$ cat src/rtl/arb_merge_pkg.sv
// arb_merge_pkg: shared state encoding and default payload width for the two-source merge arbiter
package arb_merge_pkg;
  localparam int DATA_WIDTH_DEF = 32;
  typedef enum logic {IDLE, WAIT} state_t;
endpackage

$ cat src/rtl/hold_slot.sv
// hold_slot: one-deep request slot holding a pending flag and its captured payload
module hold_slot import arb_merge_pkg::*; #(
  parameter int W = DATA_WIDTH_DEF
) (
  input  logic         clk,
  input  logic         rst,
  input  logic         drive,
  input  logic         clr,
  input  logic [W-1:0] data,
  output logic         pend,
  output logic [W-1:0] payload,
  output logic         viol
);
  assign viol = drive & pend;
  always_ff @(posedge clk) begin
    if (rst) begin
      pend    <= 1'b0;
      payload <= '0;
    end else if (drive && !pend) begin
      pend    <= 1'b1;
      payload <= data;
    end else if (clr) begin
      pend    <= 1'b0;
    end
  end
endmodule

$ cat src/rtl/arb_merge_2_d.sv
// arb_merge_2_d: round-robin merge of two pulse-handshake sources onto one downstream stage
module arb_merge_2_d import arb_merge_pkg::*; #(
  parameter int DATA_WIDTH = DATA_WIDTH_DEF
) (
  input  logic                  clk,
  input  logic                  rst,
  input  logic                  i_drive0,
  input  logic [DATA_WIDTH-1:0] i_data0,
  output logic                  o_free0,
  input  logic                  i_drive1,
  input  logic [DATA_WIDTH-1:0] i_data1,
  output logic                  o_free1,
  output logic                  o_driveNext,
  input  logic                  i_freeNext,
  output logic [DATA_WIDTH-1:0] o_data,
  output logic                  o_src,
  output logic                  o_busy,
  output logic                  o_err
);
  state_t state, state_n;
  logic pend0, pend1, viol0, viol1;
  logic [DATA_WIDTH-1:0] reg0, reg1;
  logic w, last, first, err, sel, rel, any;
  logic [1:0] free;
  assign any = pend0 | pend1;
  assign sel = (pend0 & pend1) ? !last : pend1;
  assign rel = (state == WAIT) & i_freeNext;
  hold_slot #(.W(DATA_WIDTH)) u_slot0 (
    .clk(clk), .rst(rst), .drive(i_drive0), .clr(rel & !w), .data(i_data0),
    .pend(pend0), .payload(reg0), .viol(viol0)
  );
  hold_slot #(.W(DATA_WIDTH)) u_slot1 (
    .clk(clk), .rst(rst), .drive(i_drive1), .clr(rel & w), .data(i_data1),
    .pend(pend1), .payload(reg1), .viol(viol1)
  );
  always_ff @(posedge clk) begin
    if (rst) begin
      state <= IDLE;
      w     <= 1'b0;
      last  <= 1'b1;
      first <= 1'b0;
      err   <= 1'b0;
      free  <= 2'b00;
    end else begin
      state <= state_n;
      first <= (state == IDLE) & any;
      if (state == IDLE && any) w <= sel;
      if (rel) last <= w;
      free  <= rel ? (w ? 2'b10 : 2'b01) : 2'b00;
      err   <= err | viol0 | viol1 | ((state == IDLE) & i_freeNext);
    end
  end
  // every output is forced low during reset cycles, including a grant being aborted
  always_comb begin
    state_n     = state;
    state_n     = (state == IDLE) ? (any ? WAIT : IDLE) : (i_freeNext ? IDLE : WAIT);
    o_busy      = !rst && state == WAIT;
    o_driveNext = o_busy && first;
    o_src       = o_busy && w;
    o_data      = o_busy ? (w ? reg1 : reg0) : '0;
    o_free0     = !rst && free[0];
    o_free1     = !rst && free[1];
    o_err       = !rst && err;
  end
endmodule
$ cat config.mk
export PLATFORM = sky130hd
export DESIGN_NAME = arb_merge_2_d
export DESIGN_NICKNAME = d
export VERILOG_FILES = /design/src/rtl/arb_merge_pkg.sv /design/src/rtl/hold_slot.sv /design/src/rtl/arb_merge_2_d.sv
export SDC_FILE = /design/constraint.sdc
export NUM_CORES = 1
export LEC_CHECK = 0
export ABC_AREA = 1
export CORE_MARGIN = 4
export CORE_UTILIZATION = 35
export CTS_CLUSTER_SIZE = 25
export DETAILED_ROUTE_END_ITERATION = 16
export GPL_TIMING_DRIVEN = 0
export PLACE_DENSITY = 0.67
export SKIP_LAST_GASP = 1
export SYNTH_ARGS = -nofsm -noshare
export SYNTH_HDL_FRONTEND = slang
export SYNTH_SLANG_ARGS = --single-unit
export TNS_END_PERCENT = 5
$ cat constraint.sdc
create_clock -name clk -period 1.2 [get_ports clk]
set_clock_uncertainty 0.2 [all_clocks]
set_input_delay 0.12 -clock clk [delete_from_list [all_inputs] [get_ports clk]]
set_output_delay 0.12 -clock clk [all_outputs]
set_load 0.1 [all_outputs]
After elaboration in Yosys (flattened, before gate mapping):

Cells that the tools add are included.

* mux-type cells: 11
* bitwise logic cells: 14
* reduce and logical (&&, ||, !) cells: 17

Operators with widths (number)
* 32-bit two-way mux: 2
* 1-bit logical AND: 9
* 1-bit bitwise AND: 8
* 1-bit two-way mux: 8
* 1-bit logical NOT: 5
* 1-bit OR: 4
* 2-bit nonzero test: 2
* 2-bit two-way mux: 1
* 1-bit NOT: 2
* 2-bit OR reduction: 1

* flip-flop bits (word level): 73
* bits of input ports: 69
* output and inout bits: 38
* logic and storage cells: 52

Logic depth before layout (Yosys ltp):

* depth after elaboration: 4
* mapped depth: 6
* mapped depth without buffers: 5

Cells and area by module:

A second synthesis with hierarchy kept.

* cells, all modules: 578
* area total of the unflattened synthesis: 3802.4 µm²

By module, submodules not included
* hold_slot: times used 2, cells an instance 216, area each 1448.9 µm², sequential area each 660.6 µm²
* arb_merge_2_d: times used 1, cells an instance 146, area each 904.6 µm², sequential area each 140.1 µm²

Worst setup path before layout:

OpenSTA, ideal clock, no wires.

* path kind: register to output
* start point: register state
* end point: output port o_data[27]
* data arrival time: 2.615 ns
* data required time: 0.880 ns
* slack: -1.735 ns
* cell stages (with the launch flop): 5
* buffers on the path: 0
* path through: dfxtp_1 > inv_2 > nor2_4 > inv_2 > a21oi_1

* cells in the longest elaborated chain, start to end: 2

Ends and longest elaborated chain
* start, declared: line arb_merge_2_d.sv:20 `state_t state, state_n;`
* start signal, assigned: line arb_merge_2_d.sv:45 `state <= state_n;`
* 1-bit logical AND: line arb_merge_2_d.sv:57 `o_busy = !rst && state == WAIT;`
* via o_busy: line arb_merge_2_d.sv:17 `output logic o_busy,`
* 32-bit two-way mux: line arb_merge_2_d.sv:60 `o_data = o_busy ? (w ? reg1 : reg0) : '0;`
* end, declared: line arb_merge_2_d.sv:15 `output logic [DATA_WIDTH-1:0] o_data,`

The timed path passes the listed nets, and every way through them passes these cells.

Final worst setup path:

* start point: register state
* end point: output port o_data[11]

* cells in the longest elaborated chain, start to end: 2

Ends and longest elaborated chain (line)
* 1-bit logical AND: arb_merge_2_d.sv:57
* 32-bit two-way mux: arb_merge_2_d.sv:60

No other way between the ends.

==> metrics <==
failing checks setup timing; Slew headroom 63.6%; Worst Hold Launch i_data0[4]; number of max-cap violations 0; placed cell area 0.00465 mm^2; Reg2Reg Setup Slack -0.14 ns; initial antenna violation count 0; CP arrival around 1.5 ns; net count reported at finish 631; sw frac 29.4%; fin crit period 1.81 ns; DP HPWL 6.81 mm; Worst R2R Path Depth 6; vias in the first global route around 3200; Cell Int Power 0.00476 W; syn nets 502; Via density 4.72; P_sw 0.00199 W; Worst R2R End u_slot1.payload[11]; clk buf depth 2; share of layout cells above drive strength 1 25.0%; Inserted Clock Buffers 9; largest net degree at the start of global routing 13; final wirelength 9.57 mm; CTS tree done; IO Pins 107; min-delay worst type input port to register; origin of the critical flop-to-flop path u_slot1.pend; minimum hold slack 0.177 ns; H-tree levels 3; die area 0.0106 mm^2; Cell Rows 34; Worst-path clk slew around 0.08 ns; hold path cells 3; hold buffer count at CTS 0; # setup viols final ~100; Root Buffer clkbuf_8; Placement Setup Slack -1.50 ns; Core ar. 0.00876 mm^2; Critical Path Sink Type output pin; Startpoint Class register; Residual DRC 0; P&R area growth vs syn 69.3%; Die W roughly 100 um; Diodes inserted 0; max-slew violations 0; mean routed wirelength per cell 14.2 um; total track usage 18.5%; Final GP Congestion 0.789; Max IR drop VDD about 0.57 mV; Crit Path Category register to output pin; Starting DRT DRC Count 76; crit-path max FO 10; RSZ-0062 raised after global routing true; filler cell count 786; hold path endpoint u_slot0.payload[4]; clk sinks 73; Final Instance Area 0.00534 mm^2; synthesized area per cell 7.29 um^2; first-pass GRT wire length ~15 mm; Clk Latency, worst-skew pair 0.34 ns; Vias between 3000 and 4000; sequential area share after synthesis 46.3%; Initial Util 36.0%; Post-Syn Area 0.00316 mm^2; Achievable Freq 551 MHz; DRT Pass-1 Iters 4; PortBufs 106; Fin. Hold Viols 0; synth warn 0; status complete, but fails checks; grt ovf 0; multi-input logic area roughly 0.0017 mm^2; cell area power density 1260 mW/mm^2; Flop pwr share 40.6%; Synth cell types 20; Comb power frac 24.6%; Synth Register Bits 73; Antenna Nets Post-Route 0; setup ws final -0.614 ns; Leak 2.03 nW; Die Y approximately 100 um; Synth Instances 433; clock network power share 34.8%; Worst-Margin Slew 0.548 ns; Req. time, crit path slightly below 0.9 ns; crit share post-route 151%; flip-flop and latch area roughly 0.0015 mm^2
-- power by group through the flow --
stage	Clock (W)	Sequential, W	Combinational [W]
global placement	0	0.00279	0.00146
floorplan	0	0.00277	0.00101
detailed placement	0	0.00279	0.00148
global route	0.00252	0.00276	0.00180
CTS	0.00239	0.00274	0.00161
finish	0.00235	0.00274	0.00166
-- layout make-up --
cell class                      instances  area share (%)
Buffer                                 30            4.89
Clock inverter                          5            1.92
Tap cell                              108            2.53
Multi-Input combinational cell        317            32.5
Sequential cell                        73            27.4
Timing Repair Buffer                  118            26.8
Inverter                               13            1.33
Clock buffer                           11            2.65
-- flip-flops by register name, indices dropped and copies added, names as in the netlist --
register,flops
err,1
first,1
free,2
last,1
state,1
u_slot0.payload,32
u_slot0.pend,1
u_slot1.payload,32
u_slot1.pend,1
w,1
-- metal layers --
| metal | share of wire [%] | track usage (%) | wire length [um] |
|---|---|---|---|
| met5 | 0 | 0 | 0 |
| met4 | 1.2 | 5.98 | 118 |
| met3 | 5.7 | 3.38 | 541 |
| met1 | 44 | 23.7 | 4200 |
| met2 | 49 | 31.6 | 4710 |
-- worst max-delay path: stages, from the launching register on --
cell and delay (ns):
dfxtp_2 0.36, inv_4 0.04, nor2_4 0.15, inv_8 0.08
buf_12 0.17, a21oi_4 0.16, buf_12 0.19
-- synth_stat cells --
library cell	instances	area [um^2]
o21a_1	1	7.51
buf_4	5	37.5
dfxtp_1	73	1460
nor3_1	1	5.00
o21ai_0	54	270
nand3_1	4	20.0
a21oi_1	9	45.0
buf_6	4	45.0
inv_2	8	30.0
nand2_1	69	259
nor2_4	1	11.3
clkbuf_1	1	3.75
o22ai_1	1	6.26
inv_1	5	18.8
a21oi_2	28	245
buf_2	19	95.1
clkbuf_2	1	5.00
o21ai_1	12	60.1
nor2_1	135	507
nand2_4	2	22.5
-- worst max path at each step --
stage                     start    endpoint  slack (ns)
after CTS                 state  o_data[11]       -0.62
after floorplan           state  o_data[19]       -0.97
after global placement      rst   o_data[2]       -1.49
after detailed placement    rst  o_data[11]       -1.50
after global routing      state   o_data[2]       -0.67
final                     state  o_data[11]       -0.61
-- logic make-up (layout without fill, tap and decap cells) --
logic type | count (synthesis) | after routing | share of synthesized area (%)
simple gates | 212 | 212 | 26.1
buf+inv | 43 | 177 | 7.45
flops | 73 | 73 | 46.3
compound gates | 105 | 105 | 20.1
-- cell usage in the layout, fill, tap and decap left out, types with 2 or more instances in the layout --
cell             instances
dfxtp_1                 72
nand2_2                  2
clkbuf_16                2
nand2_4                  2
nor2_4                   3
buf_6                    7
buf_2                   16
clkbuf_8                10
clkdlybuf4s50_1         68
a21oi_1                  5
buf_8                   16
nand2_1                 67
bufinv_16                3
a21oi_4                 32
inv_1                    5
o21ai_1                 12
nor2_1                 133
buf_12                  22
buf_4                   14
inv_2                    5
clkbuf_1                 2
o21ai_0                 54
nand3_1                  4
-- per-stage QoR --
step	cells	power [W]	util, %	setup TNS [ns]
2_1_floorplan	433	0.00378	-	-34.95
6_report	675	0.00675	61.0	-28.77
3_3_place_gp	647	0.00425	53.1	-78.44
5_1_grt	675	0.00708	61.0	-37.46
3_5_place_dp	647	0.00427	53.1	-80.32
4_1_cts	667	0.00673	59.6	-28.59
-- repair_timing --
item | in CTS | in global routing
gates cloned | 0 | 2
pin swaps | 2 | 1
setup endpoints to repair | 102 | 106
resized for setup | 322 | 6
setup buffers | 4 | 6
Power figures use the tool's default switching activity.
